## config.mk

```make
export PLATFORM = sky130hd
export DESIGN_NAME = instr_fetch_unit
export DESIGN_NICKNAME = d
export VERILOG_FILES = /design/src/rtl/instr_fetch_unit.sv
export SDC_FILE = /design/constraint.sdc
export NUM_CORES = 1
export LEC_CHECK = 0
export CORE_MARGIN = 8
export CORE_UTILIZATION = 49
export CTS_CLUSTER_SIZE = 8
export DETAILED_ROUTE_END_ITERATION = 16
export GPL_ROUTABILITY_DRIVEN = 0
export PLACE_DENSITY = 0.81
export SYNTH_ARGS = -nofsm -noshare
export SYNTH_HDL_FRONTEND = slang
export SYNTH_SLANG_ARGS = --single-unit
```

## constraint.sdc

```tcl
create_clock -name clk -period 5.6 [get_ports clk]
set_clock_uncertainty 0.05 [all_clocks]
set_input_delay 0.84 -clock clk [delete_from_list [all_inputs] [get_ports clk]]
set_output_delay 0.84 -clock clk [all_outputs]
set_load 0.01 [all_outputs]
```

## src/rtl/instr_fetch_unit.sv

```systemverilog
// IF stage: holds the PC, issues single-outstanding word reads to instruction
// memory, and fills the IF/ID register, honouring stalls and branch redirects.
module instr_fetch_unit #(
  parameter logic [31:0] PC_RESET = 32'h0000_0000
) (
  input  logic        clk,
  input  logic        reset,
  output logic        imem_req,
  output logic [31:0] imem_addr,
  input  logic        imem_valid,
  input  logic [31:0] imem_rdata,
  input  logic        stall,
  input  logic        redirect,
  input  logic [31:0] redirect_target,
  output logic [31:0] if_id_inst,
  output logic [31:0] if_id_pc4,
  output logic        if_id_valid,
  output logic [31:0] fetch_count
);

  typedef enum logic [1:0] {S_IDLE, S_REQ, S_WAIT, S_HOLD} state_t;

  state_t      r_state;
  logic [31:0] r_pc;
  logic        r_drop;
  logic [31:0] r_hold_inst;
  logic [31:0] r_if_id_inst;
  logic [31:0] r_if_id_pc4;
  logic        r_if_id_valid;
  logic [31:0] r_fetch_count;

  logic [31:0] w_pc_plus4;
  logic        w_accept;
  logic        w_load;
  logic [31:0] w_load_inst;
  logic [31:0] w_redirect_pc;

  assign w_pc_plus4    = r_pc + 32'd4;
  assign w_redirect_pc = redirect_target & ~32'h3;
  // A correct-path response arrives only in S_WAIT with no pending discard.
  assign w_accept      = (r_state == S_WAIT) && imem_valid && !r_drop;
  assign w_load        = !redirect && !stall && (w_accept || (r_state == S_HOLD));
  assign w_load_inst   = (r_state == S_HOLD) ? r_hold_inst : imem_rdata;

  assign imem_req    = (r_state == S_REQ);
  assign imem_addr   = r_pc;
  assign if_id_inst  = r_if_id_inst;
  assign if_id_pc4   = r_if_id_pc4;
  assign if_id_valid = r_if_id_valid;
  assign fetch_count = r_fetch_count;

  always_ff @(posedge clk or posedge reset) begin
    if (reset) begin
      r_state       <= S_IDLE;
      r_pc          <= PC_RESET & ~32'h3;
      r_drop        <= 1'b0;
      r_if_id_inst  <= 32'h0;
      r_if_id_pc4   <= 32'h0;
      r_if_id_valid <= 1'b0;
      r_fetch_count <= 32'h0;
    end else if (redirect) begin
      r_pc          <= w_redirect_pc;
      r_if_id_inst  <= 32'h0;
      r_if_id_valid <= 1'b0;
      // A request to the old PC still outstanding must have its response swallowed.
      if ((r_state == S_REQ) || ((r_state == S_WAIT) && !imem_valid)) begin
        r_state <= S_WAIT;
        r_drop  <= 1'b1;
      end else begin
        r_state <= S_REQ;
        r_drop  <= 1'b0;
      end
    end else begin
      if (w_load) begin
        r_if_id_inst  <= w_load_inst;
        r_if_id_pc4   <= w_pc_plus4;
        r_if_id_valid <= 1'b1;
        r_pc          <= w_pc_plus4;
        r_fetch_count <= r_fetch_count + 32'd1;
      end else if (!stall) begin
        r_if_id_inst  <= 32'h0;
        r_if_id_valid <= 1'b0;
      end
      case (r_state)
        S_IDLE: r_state <= S_REQ;
        S_REQ:  r_state <= S_WAIT;
        S_WAIT: begin
          if (imem_valid) begin
            if (r_drop) begin
              r_drop  <= 1'b0;
              r_state <= S_REQ;
            end else if (stall) begin
              r_state <= S_HOLD;
            end else begin
              r_state <= S_REQ;
            end
          end
        end
        S_HOLD: if (!stall) r_state <= S_REQ;
        default: r_state <= S_IDLE;
      endcase
    end
  end

  // Parked word is pure data; its validity is carried by r_state == S_HOLD.
  always_ff @(posedge clk) begin
    if (!redirect && w_accept && stall)
      r_hold_inst <= imem_rdata;
  end

endmodule

```

==> flow_summary.ini, run 1 <==
[synthesis]
ys_ff_latch = 160
yosysUniqueCellTypes = 42
yosys-top-cells-area = dfrtp_1 (44%), edfxtp_1 (13%), nand2_1 (6.8%)
synth_edf_count = 32
ys_seq_area_share_pct = 56.9
yosysWarnings = 0
synth_top_area_share_pct = 43.7
yosysMostFrequentCell = nand2_1
synth_area_sq_um = 7320
async_flop_share_pct = 80.0
syn-instance-count = 679
synth_area_per_cell_sq_um = 10.8
yosys-top-cells-count = nand2_1 (133), dfrtp_1 (128), o21ai_0 (69)
yosys.area.top_type = dfrtp_1
synth_flop_cell = dfrtp_1

[timing]
maxSlewHeadroom_pct = 27.4
timing.final.max_slew_violations = 0
worst_pin_slew_ns = 1.09
setup_viol = 0
fmax_ghz = 0.324
rsz0062_at_grt = no
tns_ns = 0
hold_violations = 0
period_share_pct = 55.1
min_period_ns = 3.09

[cts]
clock_path_buffers = 2
post-cts-setup-buffers = 0
clkSinkCount = 160
ctsResizeCount = 0
cts_hold_buf = 0
clk_latency_ns = 0.42
root_buffer = clkbuf_16
cts_tree = yes
cts_max_level = 4
cts_buffers = 17
cts.clk_slew.worst_paths_ns = 0.06

[floorplan]
die_height_um = 138
die_x_um = 138
start_util_pct = 50.2
ios = 199
dieArea_sq_um = 19100
rows = 44
core-area_sq_um = 14600

[setup_path]
worstSetupPathType = in -> reg
cp_data_required_time_ns = 5.88
cp-end-kind = register
critical_path.max_fanout = 74
worst_ep_arrival_time_ns = 3.37
timing.rr.start = r_state[0]
timing.critical_path.from = imem_valid
start_kind = input pin

[worst_hold_path]
worstHoldStart = if_id_pc4[11]
hold_class = reg -> reg

[route]
vias = 5554
antenna_left = 0
viasPerCell = 5.25
drcViolationCount = 0
drt-initial-drc-count = 221
first_pass_iters = 4
finalWirelength_um = 18700
drt-wirelength-per-cell_um = 17.7

[power]
switching_power_mw = 1.07
ir_drop_v = 0.000287
powerDensity_nw_per_um2 = 371
seqPwrFrac_pct = 40.5
clkPwrFrac_pct = 33.2
switching_share_pct = 28.9
p_leak_nw = 4.01
comb_power_share_pct = 26.3
p_int_mw = 2.64

[placed_design]
dp_hpwl_um = 13400
io_buffer_count = 192
placed_area_sq_um = 9370

[layout]
regArea_sq_um = 4160
multi_input_area_sq_um = 2970
final_layout_size_suffix_gt1_share_pct = 7.32
area_delta_synth_final_pct = 36.7
n_antenna_cell = 0
post-route-cell-area_sq_um = 10000
fin_nets = 936
fin_util_pct = 68.6
fillCellCount = 1116

[global_routing]
antenna_found_initial = 0
grt_pass1_wl_um = 30200
track_usage_pct = 19.5
grt_remaining_overflow = 0
grt_pass1_vias = 5628
grt_max_degree = 75

[outcome]
status = completed

[flow_run]
cap_violations = 0
==> state kept, by name (all words and copies together), names as in the netlist <==
signal / flops
fetch_count: 32
if_id_inst: 32
if_id_pc4: 30
if_id_valid: 1
imem_addr: 30
r_drop: 1
r_hold_inst: 32
r_state: 2
==> per-layer routing <==
metal  vias up  track usage [%]  wire length [um]
li1       2688                -                 -
met1      2677             24.1              8150
met2       160             31.1              8990
met3        29             6.16              1070
met4         0             7.67               465
met5         -                0                 0
==> layout by cell type, fill, tap and decap left out, types with 5 or more instances in the layout <==
cell type | synthesis | final
dfrtp_1 | 128 | 128
o21ai_0 | 69 | 69
nor3_1 | 11 | 11
edfxtp_1 | 32 | 32
clkbuf_16 | 0 | 18
nor4_2 | 5 | 5
xor2_1 | 30 | 30
nand4_1 | 19 | 19
clkdlybuf4s50_1 | 0 | 191
buf_4 | 5 | 7
and3_1 | 5 | 5
ha_1 | 6 | 5
inv_1 | 9 | 8
xnor2_1 | 55 | 55
nand3_1 | 29 | 29
mux2i_1 | 33 | 33
nor2_1 | 18 | 18
o21ai_1 | 22 | 21
nand2_1 | 133 | 133
==> metrics by stage <==
stage                     std cells  worst slack, ns  hold slack (ns)  power [mW]
final                          1058             2.51            0.426        3.71
after global routing           1058             2.28            0.453        3.89
after CTS                      1058             2.53            0.433        3.75
after detailed placement       1026             2.09            0.420        2.51
after global placement         1026             2.14            0.411        2.49
after floorplan                 682             1.30            0.458        1.98
==> power groups by stage <==
stage               clock network, mW  logic [mW]  registers [mW]
floorplan                           0       0.405            1.58
global placement                    0       0.968            1.52
detailed placement                  0       0.987            1.52
CTS                              1.25       0.993            1.50
global route                     1.30        1.06            1.53
finish                           1.23       0.975            1.50
==> worst max-delay path, stage by stage <==
cell and delay (ns):
clkdlybuf4s50_1 0.44, and3b_1 0.25, o21ai_4 0.71, buf_4 0.71, inv_1 0.17, nand2_1 0.12, xnor2_1 0.11
==> cell families (layout without fill, tap and decap cells) <==
family	after synthesis	after routing	synth area share, %
multiplexers	33	33	4.51
AO/OA/AOI/OAI	100	100	7.33
adder cells (fa/ha/maj)	6	6	1.03
XOR/XNOR	85	85	10.2
other	1	4	0.0512
buffers and inverters	48	240	2.92
flip-flops	160	160	56.9
AND/OR/NAND/NOR	246	246	17.1
==> final cells by class <==
type	count	share of cell area [%]
Clock buffer	24	5.13
Clock inverter	8	1.23
Inverter	9	0.363
Multi-Input combinational cell	474	29.7
Sequential cell	160	41.6
Tap cell	184	2.30
Timing Repair Buffer	199	19.7
==> path summary, 6_finish.rpt <==
kind | to | slack, ns | depth (start not counted)
worst max-delay path | fetch_count[2] | 2.51 | 7
worst min register to register | if_id_pc4[11] | 0.43 | 2
worst min-delay path | if_id_pc4[11] | 0.43 | 2
min in group asynchronous | fetch_count[26] | 0.78 | 2
max in group asynchronous | imem_addr[31] | 3.75 | 3
worst max register to register | fetch_count[2] | 2.66 | 8
Power figures use the tool's default switching activity.
==> inputs of run 2 (changes only) <==
- clock period: 5.6 -> 3.2 ns (I/O delays scaled with it)
==> run 2 against run 1 <==
Worst setup slack worse by 1.6 ns. Sequential share of layout area up 0.26 points. Combinational power up 75%. Global-route usage up 0.43 points. Register-to-register slack worse by 1.8 ns. First-iteration DRC count up 61%. Largest cell class unchanged. Largest power group unchanged. Highest routed layer unchanged.
==> flow_summary.ini, run 2 (synthesis results as in run 1) <==
[floorplan]
core-area_sq_um = 14600
start_util_pct = 50.2
die_height_um = 138
rows = 44
dieArea_sq_um = 19100
die_x_um = 138
ios = 199

[layout]
final_cell_mix = clkdlybuf4s50_1 (191), nand2_1 (133), dfrtp_1 (128)
area_delta_synth_final_pct = 35.8
n_antenna_cell = 0
post-route-cell-area_sq_um = 9950
fin_nets = 938
final_common_cell = clkdlybuf4s50_1
final_layout_size_suffix_gt1_share_pct = 7.09

[timing]
maxSlewHeadroom_pct = 46.1
fin_ws_ns = 0.888
tns_ns = 0
rsz0062_at_grt = no
period_share_pct = 72.2
setup_viol = 0
timing.final.max_slew_violations = 0
hold_violations = 0
fmax_ghz = 0.433
worst_pin_slew_ns = 0.808
min_period_ns = 2.31

[cts]
cts.clk_slew.worst_paths_ns = 0.06
cts_tree = yes
cts_max_level = 4
root_buffer = clkbuf_16
cts_hold_buf = 0
ctsResizeCount = 0
clk_latency_ns = 0.42
cts_buffers = 17
post-cts-setup-buffers = 0
clkSinkCount = 160
clock_path_buffers = 2

[power]
ir_drop_v = 0.000410
p_leak_nw = 3.98
finalPower_mw = 6.18
powerDensity_nw_per_um2 = 621

[flow_run]
cap_violations = 0

[route]
finalWirelength_um = 18700
vias = 5545
first_pass_iters = 4
drt-wirelength-per-cell_um = 17.7
drt-initial-drc-count = 355
drcViolationCount = 0
antenna_left = 0
viasPerCell = 5.24

[placed_design]
dp_hpwl_um = 13100
dp_slack_ns = 0.616
placed_area_sq_um = 9410
io_buffer_count = 192

[setup_path]
start_kind = register
worstSetupPathType = reg -> reg
worst_ep_arrival_time_ns = 2.54
cp-end-kind = register
cp_data_required_time_ns = 3.43
critical_path.max_fanout = 7

[global_routing]
antenna_found_initial = 0
grt_pass1_wl_um = 31100
grt_pass1_vias = 5754
grt_max_degree = 98
track_usage_pct = 19.9
grt_remaining_overflow = 0

[worst_hold_path]
hold_class = reg -> reg

[outcome]
status = completed
==> run 2: cell count changes in the layout (fill, tap and decap cells not counted), moves of 2 or more <==
cell	change
clkinv_4	+2
bufinv_16	-3
clkbuf_1	+3
inv_4	-2
buf_12	+2
==> run 2: path summary, 6_finish.rpt <==
path	from	to	slack [ns]	cells past startpoint
min in group asynchronous	reset	if_id_inst[17]	0.45	3
max reg2reg	imem_addr[2]	imem_addr[18]	0.89	6
max	imem_addr[2]	imem_addr[18]	0.89	6
max in group asynchronous	reset	imem_addr[20]	1.90	3
min	if_id_valid	if_id_valid	0.43	2
min reg2reg	if_id_valid	if_id_valid	0.43	2
==> run 2: layout make-up <==
type	instances	area, sq um
Clock buffer	26	499
Clock inverter	5	32.5
Fill cell	1110	4640
Inverter	9	37.5
Multi-Input combinational cell	474	2970
Sequential cell	160	4160
Tap cell	184	230
Timing Repair Buffer	201	2010
==> run 2: routing by layer <==
layer / vias to the layer above / GRT usage [%] / routed length (um)
li1: 2687 / - / -
met1: 2692 / 25.2 / 8130
met2: 152 / 31.6 / 9180
met3: 14 / 6.44 / 1180
met4: 0 / 6.52 / 227
met5: - / 0 / 0
==> run 2: report_power, final <==
| part | leakage, nW | internal (mW) | switching [mW] |
|---|---|---|---|
| registers | 1.97 | 2.39 | 0.246 |
| logic | 1.74 | 0.884 | 0.831 |
| clock network | 0.264 | 1.07 | 0.760 |
| total | 3.98 | 4.34 | 1.84 |
==> run 2: worst max-delay path, cell delays in order, from the launching register on <==
cell and delay (ns):
dfrtp_1 0.52, ha_1 0.29, nand3_2 0.19, or3_1 0.58
nor4_4 0.33, xnor2_1 0.14, o21ai_1 0.07
==> run 2: stage by stage <==
step,std cells,utilization (%),hold slack [ns]
finish,1059,68.2,0.425
global route,1059,68.2,0.442
CTS,1059,68.2,0.433
detailed placement,1028,64.5,0.416
global placement,1028,64.5,0.411
floorplan,682,-,0.458
==> inputs of run 3 (changes only) <==
- clock period: 3.2 -> 2.4 ns (I/O delays scaled with it)
==> run 3 against run 2 <==
Register-to-register slack worse by 0.69 ns. Largest power group unchanged. First-iteration DRC count fell by 28%. Highest routed layer unchanged. Die area stayed put. Via count rose by 1.9%. Non-clock buffer count rose by 12. Worst hold slack lost 0.20 ns. Global-route usage fell by 0.71 points. Sequential cell count unchanged. Cell area up 1.2%. Sequential share of layout area is 0.50 points lower. Clock power is 37% higher. Cell count up 1.2%.
==> flow_summary.ini, run 3 (synthesis results as in run 1) <==
[placed_design]
io_buffer_count = 192
dp_hpwl_um = 13600
placed_area_sq_um = 9520

[power]
ir_drop_v = 0.000677
powerDensity_nw_per_um2 = 828
p_leak_nw = 4.04

[route]
drcViolationCount = 0
antenna_left = 0
vias = 5651
first_pass_iters = 4
viasPerCell = 5.27
finalWirelength_um = 18700
drt-initial-drc-count = 257
drt-wirelength-per-cell_um = 17.4

[setup_path]
critical_path.max_fanout = 10
r2r_end = imem_addr[27]
rrSetupSlack_ns = 0.20
start_kind = register
cp_data_required_time_ns = 2.61
worstSetupPathType = reg -> reg
worst_ep_arrival_time_ns = 2.41
r2r_cells = 5
worstSetupEndpoint = imem_addr[27]
timing.critical_path.from = imem_addr[6]
cp-end-kind = register
timing.rr.start = imem_addr[6]

[layout]
n_antenna_cell = 0
final_common_cell = clkdlybuf4s50_1
fin_nets = 950
final_cell_mix = clkdlybuf4s50_1 (191), nand2_1 (133), dfrtp_1 (128)
final_layout_size_suffix_gt1_share_pct = 8.56
area_delta_synth_final_pct = 37.5
post-route-cell-area_sq_um = 10100

[floorplan]
die_x_um = 138
core-area_sq_um = 14600
ios = 199
die_height_um = 138
dieArea_sq_um = 19100
rows = 44
start_util_pct = 50.2

[timing]
min_period_ns = 2.20
maxSlewHeadroom_pct = 59.9
fmax_ghz = 0.455
period_share_pct = 91.6
tns_ns = 0
timing.final.max_slew_violations = 0
setup_viol = 0
hold_violations = 0
worst_pin_slew_ns = 0.602
rsz0062_at_grt = no

[global_routing]
grt_remaining_overflow = 0
grt_pass1_wl_um = 30300
grt_pass1_vias = 5666
grt_max_degree = 105
track_usage_pct = 19.2
antenna_found_initial = 0

[cts]
root_buffer = clkbuf_16
cts_max_level = 4
clkSinkCount = 160
cts_tree = yes
clk_latency_ns = 0.41
cts.clk_slew.worst_paths_ns = 0.06
ctsResizeCount = 0
post-cts-setup-buffers = 0
cts_hold_buf = 0
cts_buffers = 17
clock_path_buffers = 2

[outcome]
status = completed

[worst_hold_path]
worstHoldStart = redirect
hold_class = in -> reg

[flow_run]
cap_violations = 0
==> run 3: cell types whose count changed in the layout (fill, tap and decap cells not counted), sizes merged <==
cell	change
clkbuf	-6
bufinv	+1
buf	+12
clkinv	+3
clkinvlp	+3
==> run 3: worst min path at each step <==
stage,cells past startpoint,to,slack (ns)
6_report,2,r_drop,0.23
3_5_place_dp,2,if_id_inst[24],0.42
5_1_grt,2,r_drop,0.22
3_3_place_gp,2,if_id_pc4[2],0.41
2_1_floorplan,0,r_hold_inst[0],0.41
4_1_cts,2,r_drop,0.19
==> run 3: where the power goes <==
| part | switching [mW] | internal [mW] |
|---|---|---|
| Clock | 1.04 | 1.46 |
| Combinational | 1.12 | 1.20 |
| Sequential | 0.333 | 3.18 |
| Total | 2.49 | 5.85 |
==> run 3: routing by layer <==
layer	global-route usage (%)	wire length, um	up-vias
li1	-	-	2716
met3	4.62	879	28
met2	30.6	8980	157
met5	0	0	-
met1	24.7	8320	2750
met4	7.72	493	0
==> run 3: stage by stage <==
step	worst slack [ns]	utilization, %	power (mW)	hold slack, ns	std cells
2_1_floorplan	0.262	-	4.63	0.409	682
3_3_place_gp	0.190	65.2	5.84	0.411	1040
3_5_place_dp	0.121	65.2	5.91	0.419	1040
4_1_cts	0.207	69.0	8.43	0.191	1072
5_1_grt	0.0731	69.0	8.76	0.218	1072
6_report	0.201	69.0	8.34	0.228	1072
==> run 3: layout make-up <==
| class | count | area (sq um) |
|---|---|---|
| clock buffer | 20 | 457 |
| tap | 184 | 230 |
| sequential | 160 | 4160 |
| clock inverter | 12 | 92.6 |
| multi-input combinational | 474 | 2970 |
| fill | 1076 | 4520 |
| timing repair buffer | 213 | 2110 |
| inverter | 9 | 37.5 |
==> run 3: worst max-delay path, cell delays in order (launching register included) <==
cell and delay (ns):
dfrtp_1 0.46, nand3_2 0.19, or3_1 0.66, nor4b_4 0.35, xnor2_1 0.21, o221ai_2 0.14
